**src/rtl/aes_pkg.sv**
```systemverilog
// Shared types and constants for the AES mode controller: block width,
// mode encodings, controller FSM states and the core-input selection helper.
package aes_pkg;

  localparam int BLK_W  = 128;
  localparam int MODE_W = 2;

  typedef enum logic [MODE_W-1:0] {
    MODE_ECB = 2'd0,
    MODE_CBC = 2'd1,
    MODE_CTR = 2'd2,
    MODE_RSV = 2'd3
  } aes_mode_e;

  typedef enum logic [1:0] {
    ST_IDLE      = 2'd0,
    ST_LOAD      = 2'd1,
    ST_WAIT_CORE = 2'd2,
    ST_DRAIN     = 2'd3
  } aes_state_e;

  // The reserved encoding behaves exactly like ECB.
  function automatic aes_mode_e norm_mode(input logic [MODE_W-1:0] m);
    return (m == MODE_RSV) ? MODE_ECB : aes_mode_e'(m);
  endfunction

  function automatic logic [BLK_W-1:0] core_input(input aes_mode_e m,
                                                  input logic [BLK_W-1:0] pt,
                                                  input logic [BLK_W-1:0] chain);
    case (m)
      MODE_CBC: return pt ^ chain;
      MODE_CTR: return chain;
      default:  return pt;
    endcase
  endfunction

endpackage

```
**src/rtl/aes_out_fifo.sv**
```systemverilog
// Result FIFO between the mode controller and the output stream.
// Extra pointer bit distinguishes full from empty; read data is zero when empty.
module aes_out_fifo
  import aes_pkg::*;
#(
  parameter int DEPTH  = 4,
  parameter int DATA_W = BLK_W
) (
  input  logic              clk,
  input  logic              rst,
  input  logic              flush,
  input  logic              push,
  input  logic [DATA_W-1:0] push_data,
  input  logic              pop,
  output logic [DATA_W-1:0] pop_data,
  output logic              empty,
  output logic              full
);

  localparam int AW = $clog2(DEPTH);

  logic [DATA_W-1:0] mem [DEPTH];
  logic [AW:0]       wr_ptr;
  logic [AW:0]       rd_ptr;
  logic [AW:0]       count;
  logic              do_push;
  logic              do_pop;

  assign count   = wr_ptr - rd_ptr;
  assign empty   = (count == '0);
  assign full    = (count == (AW+1)'(DEPTH));
  assign do_pop  = pop && !empty;
  // A pop in the same cycle frees the slot, so a push at full is still accepted.
  assign do_push = push && (!full || do_pop);

  always_ff @(posedge clk) begin
    if (rst || flush) begin
      wr_ptr <= '0;
      rd_ptr <= '0;
    end else begin
      if (do_push) wr_ptr <= wr_ptr + (AW+1)'(1);
      if (do_pop)  rd_ptr <= rd_ptr + (AW+1)'(1);
    end
  end

  always_ff @(posedge clk) begin
    if (do_push) mem[wr_ptr[AW-1:0]] <= push_data;
  end

  assign pop_data = empty ? '0 : mem[rd_ptr[AW-1:0]];

endmodule

```
**src/rtl/aes_mode_ctrl.sv**
```systemverilog
// AES block-mode controller (ECB / CBC-encrypt / CTR) feeding an external
// single-request AES core and buffering results in an output FIFO.
module aes_mode_ctrl
  import aes_pkg::*;
#(
  parameter int FIFO_DEPTH = 4,
  parameter int CNT_W      = 16,
  parameter int CTR_W      = 32
) (
  input  logic             AES_clk,
  input  logic             AES_rst,
  input  logic             cfg_start,
  input  logic [1:0]       cfg_mode,
  input  logic [BLK_W-1:0] cfg_key,
  input  logic [BLK_W-1:0] cfg_iv,
  input  logic [CNT_W-1:0] cfg_nblocks,
  input  logic             abort,
  input  logic             in_valid,
  output logic             in_ready,
  input  logic [BLK_W-1:0] in_data,
  output logic             out_valid,
  input  logic             out_ready,
  output logic [BLK_W-1:0] out_data,
  output logic             core_en,
  output logic [BLK_W-1:0] core_data,
  output logic [BLK_W-1:0] core_key,
  input  logic             core_out_valid,
  input  logic [BLK_W-1:0] core_out,
  output logic             busy,
  output logic             done
);

  aes_state_e       state;
  aes_mode_e        mode_r;
  logic [BLK_W-1:0] key_r;
  logic [BLK_W-1:0] chain;
  logic [BLK_W-1:0] pt_p1;
  logic [CNT_W-1:0] remaining;
  logic             req_out;
  logic             hs;
  logic             abort_job;
  logic             fifo_push;
  logic [BLK_W-1:0] fifo_push_data;
  logic             fifo_empty;
  logic             fifo_full;

  function automatic logic [BLK_W-1:0] ctr_next(input logic [BLK_W-1:0] c);
    return {c[BLK_W-1:CTR_W], c[CTR_W-1:0] + CTR_W'(1)};
  endfunction

  assign abort_job = abort && (state != ST_IDLE);
  // req_out blocks a new request while an aborted one is still in the core.
  assign in_ready  = (state == ST_LOAD) && !fifo_full && !req_out && !abort;
  assign hs        = in_valid && in_ready;
  assign busy      = (state != ST_IDLE);
  assign out_valid = !fifo_empty;

  assign fifo_push      = (state == ST_WAIT_CORE) && core_out_valid && !abort;
  assign fifo_push_data = (mode_r == MODE_CTR) ? (core_out ^ pt_p1) : core_out;

  aes_out_fifo #(
    .DEPTH  (FIFO_DEPTH),
    .DATA_W (BLK_W)
  ) u_out_fifo (
    .clk       (AES_clk),
    .rst       (AES_rst),
    .flush     (abort_job),
    .push      (fifo_push),
    .push_data (fifo_push_data),
    .pop       (out_ready),
    .pop_data  (out_data),
    .empty     (fifo_empty),
    .full      (fifo_full)
  );

  always_ff @(posedge AES_clk) begin
    if (hs) pt_p1 <= in_data;
    if ((state == ST_IDLE) && cfg_start) key_r <= cfg_key;
  end

  always_ff @(posedge AES_clk) begin
    if (AES_rst) begin
      state     <= ST_IDLE;
      mode_r    <= MODE_ECB;
      chain     <= '0;
      remaining <= '0;
      req_out   <= 1'b0;
      core_en   <= 1'b0;
      core_data <= '0;
      core_key  <= '0;
      done      <= 1'b0;
    end else begin
      core_en <= 1'b0;
      done    <= 1'b0;

      if (hs)                  req_out <= 1'b1;
      else if (core_out_valid) req_out <= 1'b0;

      if (abort_job) begin
        state     <= ST_IDLE;
        remaining <= '0;
      end else begin
        case (state)
          ST_IDLE: begin
            if (cfg_start) begin
              mode_r    <= norm_mode(cfg_mode);
              chain     <= cfg_iv;
              remaining <= cfg_nblocks;
              state     <= (cfg_nblocks == '0) ? ST_DRAIN : ST_LOAD;
            end
          end
          // p1: one block handed to the core, plaintext captured for CTR
          ST_LOAD: begin
            if (hs) begin
              core_en   <= 1'b1;
              core_data <= core_input(mode_r, in_data, chain);
              core_key  <= key_r;
              state     <= ST_WAIT_CORE;
            end
          end
          // p2: core result lands in the FIFO; chain advances for next block
          ST_WAIT_CORE: begin
            if (core_out_valid) begin
              case (mode_r)
                MODE_CBC: chain <= core_out;
                MODE_CTR: chain <= ctr_next(chain);
                default:  chain <= chain;
              endcase
              remaining <= remaining - CNT_W'(1);
              state     <= (remaining == CNT_W'(1)) ? ST_DRAIN : ST_LOAD;
            end
          end
          ST_DRAIN: begin
            if (fifo_empty) begin
              done  <= 1'b1;
              state <= ST_IDLE;
            end
          end
          default: state <= ST_IDLE;
        endcase
      end
    end
  end

endmodule

```
**config.mk**
```make
export PLATFORM = sky130hd
export DESIGN_NAME = aes_mode_ctrl
export DESIGN_NICKNAME = d
export VERILOG_FILES = /design/src/rtl/aes_pkg.sv /design/src/rtl/aes_out_fifo.sv /design/src/rtl/aes_mode_ctrl.sv
export SDC_FILE = /design/constraint.sdc
export NUM_CORES = 2
export LEC_CHECK = 0
export BUFFER_PORTS_ARGS = -buffer_cell sky130_fd_sc_hd__buf_2
export CAP_MARGIN = 30
export CORE_AREA = 3 3 357 359
export DETAILED_ROUTE_END_ITERATION = 10
export DIE_AREA = 0 0 360 362
export PLACE_DENSITY = 0.69
export SLEW_MARGIN = 10
export SYNTH_ARGS = -nofsm -noshare
export SYNTH_HDL_FRONTEND = slang
export SYNTH_SLANG_ARGS = --single-unit
```
**constraint.sdc**
```tcl
create_clock -name AES_clk -period 4.75 [get_ports AES_clk]
set_input_delay 0.2375 -clock AES_clk [delete_from_list [all_inputs] [get_ports AES_clk]]
set_output_delay 0.2375 -clock AES_clk [all_outputs]
set_load 0.01 [all_outputs]
```
# Word level (Yosys, flattened, before mapping)
# Memory sizes are Yosys's and may differ from the RTL's. A register that Yosys moved wholly into a read port is not among the register bits.
# Cells that the tools add are included.
# classes
n_addsub,5
mul,0
div_mod_pow,0
order_cmp,0
eq_ne,15
shift,0
mux,26
n_bitwise,5
n_reduce_logical,31
# op_table
operator,count
$pmux 128 s2,3
$mux 128,4
$xor 128x128->128,2
$add 32x1->32 const B,1
$mux 16,2
$pmux 16 s2,1
$mux 2,9
$eq 16x1->1 const B,1
$logic_not 16->1,1
$sub 16x1->16 const B,1
$logic_and 1x1->1,10
$reduce_and 3->1,3
$eq 2x2->1 const B,4
$ne 2x2->1 const B,4
$pmux 2 s4,1
$add 3x1->3 const B,2
$mux 1,6
$reduce_and 6->1,1
$reduce_bool 2->1,3
$reduce_or 3->1,2
$reduce_and 5->1,1
$eq 2x1->1 const B,2
$logic_not 1->1,4
$ne 2x1->1 const B,2
other kinds (9),12
# word_totals
regBits,669
latch_bits,0
mem_bits_rw,512
rom_bits,0
in_bits,537
out_inout_bits,389
wordCells,97
memories,1
# memory_table
name,words,width,rd,rd_ports_with_merged_regs,wr,line_no,rtl
u_out_fifo.mem,4,128,1,1,1,aes_out_fifo.sv:22,logic [DATA_W-1:0] mem [DEPTH];

# Longest topological paths before layout
# depth
word_depth,9
depth_mapped,10
mapped_depth_nobuf,8

# By module
# Synthesis repeated with hierarchy kept, for this count alone.
# hier_totals
cells_unflattened,4083
hier_area_um2,49200.9
# modules_own_cells
mod,n_inst,cells_per_inst,area_per_inst_um2,seq_area_each_um2
aes_mode_ctrl,1,3205,29351.9,15835.2
aes_out_fifo,1,878,19849.0,15534.9

# Worst setup path after synthesis
# OpenSTA, ideal clock, no wires.
# synth_timing
path_kind,reg-to-reg
from,register u_out_fifo.wr_ptr[0]
to,register u_out_fifo.wr_ptr[2]
setup_ps,288
arrival_ps,4647
required_ps,4462
path_slack_ps,-185
path_stages_with_launch,8
n_path_buf,0
period_less_slack_ps,4935
cell_sequence,dfxtp_1 -> inv_1 -> ha_1 -> nor2b_1 -> xor2_1 -> o31a_1 -> and2_1 -> o21ai_0
# synth_via
elab_chain_len,6
elab_cells_between_ends,9
classes_between,2 x add/sub; 1 x eq/ne; 6 x reduce/logical
# synth_rtl
element,line_no,rtl
"start, declared",aes_out_fifo.sv:23,logic [AW:0] wr_ptr;
"start signal, assigned",aes_out_fifo.sv:41,if (do_push) wr_ptr <= wr_ptr + (AW+1)'(1);
$sub 3x3->3,aes_out_fifo.sv:29,assign count = wr_ptr - rd_ptr;
$logic_not 3->1,aes_out_fifo.sv:30,assign empty = (count == '0);
$logic_not 1->1,aes_out_fifo.sv:32,assign do_pop = pop && !empty;
$logic_and 1x1->1,aes_out_fifo.sv:32,
$logic_or 1x1->1,aes_out_fifo.sv:34,assign do_push = push && (!full || do_pop);
$logic_and 1x1->1,aes_out_fifo.sv:34,
# Several ways; a longest one is shown, not always the timed one.
# A chain may end at the register's enable or synchronous reset.

# Final worst setup path
# layout_timing
from,register u_out_fifo.wr_ptr[0]
to,output port out_data[103]
# layout_via
elab_chain_len,3
# layout_rtl
element,line_no,rtl
$sub 3x3->3,aes_out_fifo.sv:29,
$logic_not 3->1,aes_out_fifo.sv:30,
$mux 128,aes_out_fifo.sv:50,assign pop_data = empty ? '0 : mem[rd_ptr[AW-1:0]];
"end, declared",aes_mode_ctrl.sv:23,"output logic [BLK_W-1:0] out_data,"
# No other way between the ends.

==> qor.csv <==
metric,value,unit
number of cells on the worst reg-to-reg path,6,
Slew HR,22.3,%
vias per inst,5.58,
total negative setup slack,0,ns
Hold EP,u_out_fifo.mem[0][81],
WL final,168000,um
Multi-input gate area,0.0163,mm^2
Final Skew,0.0262,ns
Post-CTS Setup Bufs,0,
CTS tree,done,
"FF+latch count, synth",1183,
worst vdd ir,0.000337,V
CTS Hold Buffers Added,620,
Crit. End Element,output port,
Synth area leaders,"edfxtp_1 (47%), dfxtp_1 (17%), mux4_2 (5.9%)",
Initial Util,39.5,%
largest net degree at the start of global routing,163,
crit path DAT,3.44,ns
Fin. Hold Viols,0,
WHS Path Cells,2,
area grow syn2layout,34.3,%
Synth Flop Type,edfxtp_1,
net count after synthesis,4600,
Post-synth top cells,"edfxtp_1 (768), nand2_1 (434), dfxtp_1 (415)",
chip height,362,um
P_int,18.3,mW
first-pass detailed-route iteration total,8,
"Worst Setup Slack, final",1.07,ns
hold path startpoint,core_out[81],
Synth top area share,47.0,%
outcome,completed,
Sequential Area,0.0314,mm^2
antenna violation net count after detailed routing,0,
worst reg2reg path endpoint,chain[76],
first-pass GRT wire length,250000,um
Synth Instances,4051,
quantity of gates resized following cts,0,
fmax,272,MHz
TritonCTS Sinks,1183,
dpl ws,1.57,ns
Clk pwr share,41.4,%
Sequential Power Share,47.6,%
fill cell count,10100,
CTS H-tree depth,4,
Clock transition at path regs,0.06,ns
vias in the first global route,40300,
Longest Clk Path Bufs,3,
final cell count without fillers,7232,
Die W,360,um
crit path launch type,flop,
worst-margin pin slew,1.17,ns
Root Buffer,clkbuf_16,
wire length per cell,23.2,um
Unique masters post-synth,68,
GRT Total Usage,25.0,%
Leak,24.5,nW
crit-path max FO,71,
Nets,6011,
via count,40400,
GP Congestion,0.878,
Ys Warns,0,
die area,0.130,mm^2
P_sw,6.13,mW
FF-to-FF Start,state[0],
Avg Synthesized Cell Area,12.1,um^2
initial antenna violation count,34,
R2R setup slack,1.10,ns
row cnt,129,
synthesized cell area,0.0490,mm^2
DP Cell Count,6344,
most instantiated library cell after synthesis,edfxtp_1,
fraction of layout cells with a size suffix above 1,24.0,%
number of synthesized flops with an enable pin,768,
worst skew pair latency,0.75,ns
post-route DRC violation count,0,
Tightest Hold Check Type,input pin to flop,
P per Cell Area,372,mW/mm^2
io pins,926,
grt total ovfl,0,
Final period util,77.5,%
Crit Path Category,flop to output port,
PortBufs,925,
critical path required time,4.51,ns
Hold WS,0.0619,ns
TritonCTS Buffers,130,
switching share of power,25.0,%
# setup viols final,0,
total power,24.5,mW
Post-synth ARST share,0,%
final critical-path required period,3.68,ns
unrepaired setup endpoints after global routing,no,
"Slew Viols, Final",0,
initial DRC count,4294,
Detailed Place HPWL,107000,um
sequential fraction of the synthesis area,64.0,%
"area leader, netlist",edfxtp_1,
max_cap viols,0,
Combinational Power Share,11.0,%
Core Region,0.124,mm^2
-- worst max-delay path: stages, from the launching register on --
cell     delay [ns]
dfxtp_1        0.35
inv_1          0.11
ha_1           0.14
nor2b_1        0.21
xor2_1         0.45
nand3_4        0.32
buf_16         0.28
buf_4          0.34
and2_1         0.21
buf_2          0.14
-- power groups by stage --
stage | clock network, mW | registers, mW | logic [mW]
2_1_floorplan | 0 | 11.8 | 1.25
3_3_place_gp | 0 | 11.8 | 2.12
3_5_place_dp | 0 | 11.8 | 2.17
4_1_cts | 10.3 | 11.6 | 2.64
5_1_grt | 10.7 | 11.7 | 2.91
6_report | 10.1 | 11.6 | 2.70
-- worst max path at each step --
stage                                     from              to  cells past startpoint
after floorplan                       state[0]       chain[31]                      7
after global placement    u_out_fifo.wr_ptr[0]   out_data[102]                      8
after detailed placement  u_out_fifo.wr_ptr[0]  core_data[116]                      9
after CTS                 u_out_fifo.wr_ptr[0]   out_data[107]                      9
after global routing      u_out_fifo.wr_ptr[0]   out_data[108]                      9
final                     u_out_fifo.wr_ptr[0]   out_data[103]                      9
-- per-layer routing --
metal / track usage (%) / wire [um] / up-vias
li1: - / - / 17800
met1: 29.6 / 62200 / 19700
met2: 41.3 / 81100 / 2278
met3: 6.77 / 14800 / 587
met4: 13.8 / 9860 / 12
met5: 0 / 78 / -
-- cell families after synthesis --
group	share of synthesized area (%)
AND/OR/NAND/NOR	13.1
buffers and inverters	2.95
XOR/XNOR	2.50
multiplexers	6.02
flip-flops	64.0
AO/OA/AOI/OAI	11.2
adder cells (fa/ha/maj)	0.306
-- registers in the layout (all words and copies together) (netlist names), named ones only --
name	flops
key_r	128
u_out_fifo.wr_ptr	3
state	2
pt_p1	128
core_en	1
chain	128
core_data	128
core_key	128
mode_r	2
done	1
u_out_fifo.mem	512
u_out_fifo.rd_ptr	3
remaining	16
req_out	1
-- final cells by class --
| cell class | instances | area share (%) |
|---|---|---|
| multi-input combinational | 2519 | 24.8 |
| timing repair buffer | 1611 | 17.8 |
| antenna | 23 | 0.0874 |
| inverter | 17 | 0.135 |
| clock inverter | 73 | 1.22 |
| clock buffer | 169 | 5.27 |
| sequential | 1183 | 47.7 |
| tap | 1637 | 3.11 |
-- per-stage QoR --
stage               cell area (um^2)  util, %
finish                         65800     53.1
global route                   65800     53.0
CTS                            65700     53.0
detailed placement             55300     44.5
global placement               55200     44.5
floorplan                      49100        -
-- cell usage in the layout, fill, tap and decap left out, types with 11 or more instances in the layout --
master	synthesis	routed
buf_2	47	926
edfxtp_1	768	768
dlygate4sd3_1	0	620
nand2_1	434	434
dfxtp_1	415	413
nor2_1	411	410
o21ai_0	304	304
a21oi_1	264	264
xnor2_1	135	135
a311oi_1	133	133
nand3b_1	131	131
clkbuf_16	0	131
and2_1	133	129
mux4_2	128	128
a211oi_1	121	121
and3_1	103	103
buf_4	9	37
clkbuf_1	253	33
nand3_1	33	32
nor3_1	30	30
diode_2	0	23
buf_12	0	23
clkinv_1	0	19
nor4_1	17	17
clkinv_2	0	16
inv_1	16	13
a31oi_1	12	12
ha_1	12	11
Note: power is estimated with default switching activity, not from simulation.
